===== config.mk =====
export PLATFORM = sky130hd
export DESIGN_NAME = traffic_phase_ctrl
export DESIGN_NICKNAME = d
export VERILOG_FILES = /design/src/rtl/traffic_phase_ctrl.sv
export SDC_FILE = /design/constraint.sdc
export NUM_CORES = 1
export LEC_CHECK = 0
export BUFFER_PORTS_ARGS = -buffer_cell sky130_fd_sc_hd__buf_2
export CORE_MARGIN = 2
export CORE_UTILIZATION = 53
export DETAILED_ROUTE_END_ITERATION = 16
export GPL_TIMING_DRIVEN = 1
export PLACE_DENSITY = 0.79
export SKIP_LAST_GASP = 1
export SLEW_MARGIN = 20
export SYNTH_ARGS = -nofsm -noshare
export SYNTH_HDL_FRONTEND = slang
export SYNTH_SLANG_ARGS = --single-unit

===== constraint.sdc =====
create_clock -name clk -period 2.6 [get_ports clk]
set_input_delay 0.26 -clock clk [delete_from_list [all_inputs] [get_ports clk]]
set_output_delay 0.26 -clock clk [all_outputs]
set_load 0.05 [all_outputs]

===== src/rtl/traffic_phase_ctrl.sv =====
// traffic_phase_ctrl: round-robin signal controller for an N-approach intersection.
// Each approach is served GREEN -> AMBER -> ALL_RED in turn, with latched pedestrian
// requests (walk plus extended green) and a flashing-amber maintenance mode.
// All phase timing advances only on the one-clk-wide tick strobe.
module traffic_phase_ctrl #(
    parameter int N_APP    = 4,
    parameter int CNT_W    = 8,
    parameter int T_GREEN  = 25,
    parameter int T_AMBER  = 5,
    parameter int T_ALLRED = 2,
    parameter int T_PED    = 10,
    localparam int AW      = (N_APP > 1) ? $clog2(N_APP) : 1
) (
    input  logic             clk,
    input  logic             rst,
    input  logic             tick,
    input  logic [N_APP-1:0] ped_req,
    input  logic             flash_mode,
    output logic [N_APP-1:0] red_o,
    output logic [N_APP-1:0] amber_o,
    output logic [N_APP-1:0] green_o,
    output logic [N_APP-1:0] walk_o,
    output logic [AW-1:0]    cur_app,
    output logic [CNT_W-1:0] remain
);

    typedef enum logic [1:0] {
        S_ALL_RED,
        S_GREEN,
        S_AMBER,
        S_FLASH
    } state_e;

    // Counter reload values: a phase of T ticks starts at T-1 and ends on the tick at 0.
    localparam logic [CNT_W-1:0] R_GREEN     = CNT_W'(T_GREEN - 1);
    localparam logic [CNT_W-1:0] R_GREEN_PED = CNT_W'(T_GREEN + T_PED - 1);
    localparam logic [CNT_W-1:0] R_AMBER     = CNT_W'(T_AMBER - 1);
    localparam logic [CNT_W-1:0] R_ALLRED    = CNT_W'(T_ALLRED - 1);
    localparam logic [AW-1:0]    LAST_APP    = AW'(N_APP - 1);

    state_e           state_q,     state_d;
    logic [AW-1:0]    cur_app_q,   cur_app_d;
    logic [CNT_W-1:0] remain_q,    remain_d;
    logic [N_APP-1:0] ped_lat_q,   ped_lat_d;
    logic             walk_flag_q, walk_flag_d;
    logic             flash_ph_q,  flash_ph_d;
    // Set after reset or FLASH so the next ALL_RED hands green to approach 0
    // instead of advancing the rotation.
    logic             first_q,     first_d;

    logic [AW-1:0]    next_app;
    logic             next_walk;

    // Approach that the next GREEN will serve, and whether it has a pending walk.
    assign next_app  = (first_q || cur_app_q == LAST_APP) ? '0 : cur_app_q + 1'b1;
    assign next_walk = ped_lat_q[next_app] | ped_req[next_app];

    // Next-state, counter, pedestrian latch and flash-phase logic.
    always_comb begin
        // NOTE: every variable gets its hold value first so no path leaves it
        // unassigned; that is what keeps this block from inferring latches.
        state_d     = state_q;
        cur_app_d   = cur_app_q;
        remain_d    = remain_q;
        walk_flag_d = walk_flag_q;
        flash_ph_d  = flash_ph_q;
        first_d     = first_q;
        ped_lat_d   = ped_lat_q | ped_req;

        if (tick) begin
            unique case (state_q)
                S_ALL_RED: begin
                    if (remain_q != '0) begin
                        remain_d = remain_q - 1'b1;
                    end else if (flash_mode) begin
                        state_d  = S_FLASH;
                        remain_d = '0;
                    end else begin
                        state_d              = S_GREEN;
                        cur_app_d            = next_app;
                        first_d              = 1'b0;
                        walk_flag_d          = next_walk;
                        // A request arriving on this very cycle is absorbed into the walk.
                        ped_lat_d[next_app]  = 1'b0;
                        remain_d             = next_walk ? R_GREEN_PED : R_GREEN;
                    end
                end
                S_GREEN: begin
                    if (flash_mode || remain_q == '0) begin
                        state_d  = S_AMBER;
                        remain_d = R_AMBER;
                    end else begin
                        remain_d = remain_q - 1'b1;
                    end
                end
                S_AMBER: begin
                    if (remain_q == '0) begin
                        state_d  = S_ALL_RED;
                        remain_d = R_ALLRED;
                    end else begin
                        remain_d = remain_q - 1'b1;
                    end
                end
                S_FLASH: begin
                    flash_ph_d = ~flash_ph_q;
                    if (!flash_mode) begin
                        state_d   = S_ALL_RED;
                        remain_d  = R_ALLRED;
                        cur_app_d = '0;
                        first_d   = 1'b1;
                    end
                end
                default: state_d = S_ALL_RED;
            endcase
        end
    end

    // State register with synchronous active-high reset.
    always_ff @(posedge clk) begin
        // NOTE: sequential state uses non-blocking assignments so every flop
        // samples the pre-edge value of every other flop.
        if (rst) begin
            state_q     <= S_ALL_RED;
            cur_app_q   <= '0;
            remain_q    <= R_ALLRED;
            ped_lat_q   <= '0;
            walk_flag_q <= 1'b0;
            flash_ph_q  <= 1'b0;
            first_q     <= 1'b1;
        end else begin
            state_q     <= state_d;
            cur_app_q   <= cur_app_d;
            remain_q    <= remain_d;
            ped_lat_q   <= ped_lat_d;
            walk_flag_q <= walk_flag_d;
            flash_ph_q  <= flash_ph_d;
            first_q     <= first_d;
        end
    end

    // Moore lamp decode from the registered state.
    always_comb begin
        red_o   = '1;
        amber_o = '0;
        green_o = '0;
        walk_o  = '0;
        unique case (state_q)
            S_GREEN: begin
                red_o[cur_app_q]   = 1'b0;
                green_o[cur_app_q] = 1'b1;
                walk_o[cur_app_q]  = walk_flag_q;
            end
            S_AMBER: begin
                red_o[cur_app_q]   = 1'b0;
                amber_o[cur_app_q] = 1'b1;
            end
            S_FLASH: begin
                red_o   = '0;
                amber_o = {N_APP{flash_ph_q}};
            end
            default: ;
        endcase
    end

    assign cur_app = cur_app_q;
    assign remain  = remain_q;

endmodule


==> results of run 1 <==
## state kept, by name, summed over array words and instances (netlist names)
signal       cells
state_q          2
ped_lat_q        4
walk_flag_q      1
first_q          1
flash_ph_q       1
remain           8
cur_app          2
## final timing paths
path	end	depth (start not counted)	slack, ps	start
worst max register to register	remain[4]	6	380	cur_app[0]
worst min-delay path	ped_lat_q[2]	3	240	ped_req[2]
worst min register to register	ped_lat_q[2]	2	510	ped_lat_q[2]
worst max-delay path	remain[4]	6	380	cur_app[0]
## cells in the final DEF, fill, tap and decap left out, drive strengths merged, types with 2 or more instances in the layout
master	synthesis	layout
or2	2	2
a211oi	3	3
ha	10	10
inv	10	10
clkbuf	6	3
nor2	17	17
o21a	2	2
nor2b	4	4
dfxtp	19	19
a221oi	2	2
or4	2	2
nand3b	2	2
buf	5	34
and3	4	4
and2	5	5
nor3	7	7
nor4b	2	2
a21boi	3	3
nor4	6	6
nor3b	2	2
o22ai	2	2
nand3	3	3
o21ai	10	10
a21bo	2	2
nand2	15	15
a21oi	14	14
## metrics by stage
step	cells	setup slack [ps]
floorplan	179	246.1
global placement	232	619.9
detailed placement	232	470.7
CTS	236	412.8
global route	236	207.7
finish	236	382.9
## per-layer routing
metal / vias up / share of wire, %
li1: 699 / -
met1: 660 / 47
met2: 56 / 46
met3: 4 / 6.2
met4: 0 / 1.0
met5: - / 0
## area by class of cell
| class | count | area share (%) |
|---|---|---|
| sequential | 19 | 23.49 |
| tap | 30 | 2.318 |
| clock buffer | 3 | 1.391 |
| timing repair buffer | 34 | 10.66 |
| inverter | 10 | 2.318 |
| clock inverter | 1 | 0.3091 |
| multi-input combinational | 139 | 59.51 |
## worst reg2reg max path: stages (launching register included)
cell and delay, ps:
dfxtp_1 580, inv_1 160, ha_1 390, nor3b_1 380, o211ai_1 270, a21oi_1 230, o31a_1 150
## synthesized netlist by cell type (3+ instances only)
library cell  instances  area share [%]
a211oi_1              3             1.6
a21boi_0              3             1.6
a21oi_1              14             4.9
and2_1                5             2.2
and3_1                4             1.7
clkbuf_1              5             1.3
dfxtp_1              19              26
ha_1                 10             8.7
inv_1                10             2.6
nand2_1              14             3.7
nand3_1               3             1.0
nor2_1               17             4.4
nor2b_1               4             1.7
nor3_1                7             2.4
nor4_1                5             2.2
o21ai_0              10             3.5
## where the power goes
group          internal [mW]  switching (mW)
combinational          0.175           0.341
sequential             0.321          0.0430
clock                 0.0573          0.0988
## cell families (layout without fill, tap and decap cells)
| logic type | count (synthesis) | in the layout | synth area share [%] |
|---|---|---|---|
| xor gates and xnor gates | 2 | 2 | 1.219 |
| muxes | 2 | 2 | 1.740 |
| AOI/OAI and AO/OA | 51 | 51 | 25.85 |
| adders and majority gates | 10 | 10 | 8.703 |
| and+or+nand+nor | 74 | 74 | 29.50 |
| buffers and inverters | 21 | 48 | 6.527 |
| DFF | 19 | 19 | 26.46 |
==> reports/summary.txt, run 1 <==
Overall Power = 1.035 mW
setup bufs post-CTS = 0
Routed Antenna Nets = 0
Core Footprint = 2522 um^2
input/output buffers = 33
DR vias/cell = 6.013
H-tree Lvls = 1
CP Capture Type = register
Critical Path Source Type = register
dpl cell area = 1592 um^2
CTS hold repair buffers = 0
deepest clock path buffer count = 2
largest net degree at the start of global routing = 22
Worst-Margin Slew = 527.2 ps
met1 Use GR = 32.63%
n_diodes = 0
WP buf/inv = 1
yosys warns = 0
library cells used by synthesis = 57
worst hold slack = 238.8 ps
Final min period = 2217 ps
sequential cell area = 380.4 um^2
worst skew pair latency = 310 ps
Fin. Hold Viols = 0
sequential fraction of the synthesis area = 26.46%
Die H = 56.08 um
Slew headroom = 64.59%
CP max stage delay = 580 ps
DRT Wirelength = 3507 um
post_cts resized = 0
Yosys reg bits = 19
Main synth FF type = dfxtp_1
GRT Util Overall = 22.72%
CP required = 2840 ps
max cap viols = 0
routed via count = 1419
P&R area growth vs syn = 12.62%
combined area of all synthesized cells = 1438 um^2
Multi-input gate area = 963.4 um^2
crit-path cells = inv_1 > ha_1 > nor3b_1 > o211ai_1 > a21oi_1 > o31a_1
worst ir drop on vdd = 0.0004463 V
Power Density = 639.4 nW/um^2
Detail Placement HPWL = 2640 um
Post-synth EDFFs = 0
crit path max fanout = 12
total clock sinks = 19
fin area = 1619 um^2
clock skew = 15.83 ps
Die X = 56.08 um
syn avg cell area = 8.031 um^2
Critical-path top delay cell = dfxtp_1
setup_tns = 0 ps
Post-Syn Nets = 197
share of cells above drive strength 1 = 25.73%
routed length per instance = 14.86 um
crit-path leading delay family = compound AO/OA/AOI/OAI gates
cts bufs inserted = 3
Worst Hold Class = in2reg
vias in the first global route = 1247
die area = 3145 um^2
first-pass GRT wire length = 5878 um
fill count = 239
global-route met3 utilization = 3.953%
Fmax = 451.0 MHz
DRC errors left = 0
total grt overflow = 0
Pre-antenna DRT Iters = 5
Nets = 225
Initial Utilization = 56.99%
Detailed Route Iter0 Violations = 68
routability cong. = 0.8988
met2 usage = 35.13%
IO Pins = 34
CTS tree = done
busiest metal layer after global routing = met2
Final setup viols = 0
Worst Path Arrival = 2460 ps
critical path type = reg2reg
Syn Inst Count = 179
clock-pin slew on the worst setup and hold paths = 130 ps
Async S/R FF share, synth = 0%
root buffer cell = clkbuf_4
post-layout util = 64.19%
Leak Pwr = 0.7217 nW
Final Cycle Share = 85.27%
fin. max-slew vios = 0
status = finished clean
RSZ-0062 raised after global routing = no
Rows = 18
initial antenna violation count = 0
Power figures use the tool's default switching activity.
==> run 2: changes to the inputs <==
--- a/config.mk
+++ b/config.mk
@@ -10,7 +10,7 @@
 export CORE_UTILIZATION = 53
 export DETAILED_ROUTE_END_ITERATION = 16
 export GPL_TIMING_DRIVEN = 1
-export PLACE_DENSITY = 0.79
+export PLACE_DENSITY = 0.78
 export SKIP_LAST_GASP = 1
 export SLEW_MARGIN = 20
 export SYNTH_ARGS = -nofsm -noshare
==> reports/summary.txt, run 2 (synthesis results as in run 1) <==
Core Footprint = 2522 um^2
Rows = 18
post_cts resized = 0
total grt overflow = 0
Die H = 56.08 um
Critical Path Source Type = register
Final min period = 2157 ps
Power Density = 640.1 nW/um^2
CP required = 2860 ps
GRT Util Overall = 21.84%
Routed Antenna Nets = 0
max reg flops = 8
vias in the first global route = 1243
Worst Hold Class = in2reg
crit-path cells = inv_1 > ha_1 > nor3b_1 > o211ai_1 > a21oi_1 > o31a_1
Clk pwr share = 15.4%
critical path type = reg2reg
clock skew = 4.133 ps
most frequent cells in the layout = buf_2 (33), dfxtp_1 (19), nor2_1 (17)
die area = 3145 um^2
Net Sw Power = 0.4836 mW
Worst-Margin Slew = 507.9 ps
WP buf/inv = 1
Critical-path top delay cell = dfxtp_1
setup_tns = 0 ps
Die X = 56.08 um
n_diodes = 0
DR vias/cell = 5.886
CTS hold repair buffers = 0
CP Capture Type = register
Fmax = 463.6 MHz
cts bufs inserted = 3
worst skew pair latency = 300 ps
Nets = 225
share of cells above drive strength 1 = 25.73%
input/output buffers = 33
Initial Utilization = 56.99%
Final Cycle Share = 82.97%
worst ir drop on vdd = 0.0004701 V
Pre-antenna DRT Iters = 5
combinational fraction of design power = 49.5%
routed via count = 1389
CTS tree = done
routability cong. = 0.9339
RSZ-0062 raised after global routing = no
initial antenna violation count = 0
clock-pin slew on the worst setup and hold paths = 120 ps
H-tree Lvls = 1
worst hold slack = 221.6 ps
Pint = 0.5528 mW
DRT Wirelength = 3346 um
CP max stage delay = 550 ps
dpl cell area = 1592 um^2
setup bufs post-CTS = 0
Final setup viols = 0
routed length per instance = 14.18 um
root buffer cell = clkbuf_4
fin. max-slew vios = 0
Detailed Route Iter0 Violations = 95
switching part of the total = 46.67%
Slew headroom = 65.66%
status = finished clean
most common cell after layout, fill and taps aside = buf_2
crit path max fanout = 12
Detail Placement HPWL = 2500 um
deepest clock path buffer count = 2
max cap viols = 0
P&R area growth vs syn = 12.62%
total clock sinks = 19
Reg power frac = 35.1%
fin area = 1619 um^2
Fin. Hold Viols = 0
first-pass GRT wire length = 5616 um
Worst Path Arrival = 2410 ps
crit-path leading delay family = compound AO/OA/AOI/OAI gates
IO Pins = 34
largest net degree at the start of global routing = 22
DRC errors left = 0
Leak Pwr = 0.7217 nW
[run 2: per-layer routing]
| layer | GRT usage [%] | wire, um |
|---|---|---|
| met1 | 30.23 | 1641 |
| met2 | 34.45 | 1528 |
| met3 | 3.023 | 160 |
| met4 | 7.823 | 15 |
| met5 | 0 | 0 |
[run 2: cell type report]
cell class	instances	area, um^2
multi-input combinational	139	963.4
clock buffer	3	22.52
clock inverter	1	5.005
inverter	10	37.54
tap	30	37.54
sequential	19	380.4
timing repair buffer	34	172.7
fill	238	903.4
[run 2: power by group through the flow]
stage	Clock, mW	Combinational (mW)	Sequential [mW]
final	0.160	0.513	0.364
after detailed placement	0	0.506	0.370
after global routing	0.175	0.558	0.370
after global placement	0	0.498	0.368
after CTS	0.162	0.508	0.364
after floorplan	0	0.373	0.403
[run 2: worst min-delay path: cells and delay by family]
family	cells	cell delay, ps
buffers and inverters	1	100
AND/OR/NAND/NOR	2	130
[run 2: path summary, 6_finish.rpt]
path	slack, ps	cells past startpoint	endpoint	start
worst max register to register	440	6	remain[4]	cur_app[0]
worst min-delay path	220	3	ped_lat_q[2]	ped_req[2]
worst max-delay path	440	6	remain[4]	cur_app[0]
worst min register to register	500	2	ped_lat_q[2]	ped_lat_q[2]
[run 2: metrics by stage]
step / total power [mW] / utilization, % / std cells / setup WS (ps)
6_report: 1.036 / 64.19 / 236 / 442.8
5_1_grt: 1.103 / 64.19 / 236 / 284.1
4_1_cts: 1.034 / 64.19 / 236 / 480.1
3_5_place_dp: 0.8758 / 63.10 / 232 / 511.6
3_3_place_gp: 0.8653 / 63.10 / 232 / 609.4
2_1_floorplan: 0.7764 / - / 179 / 246.1
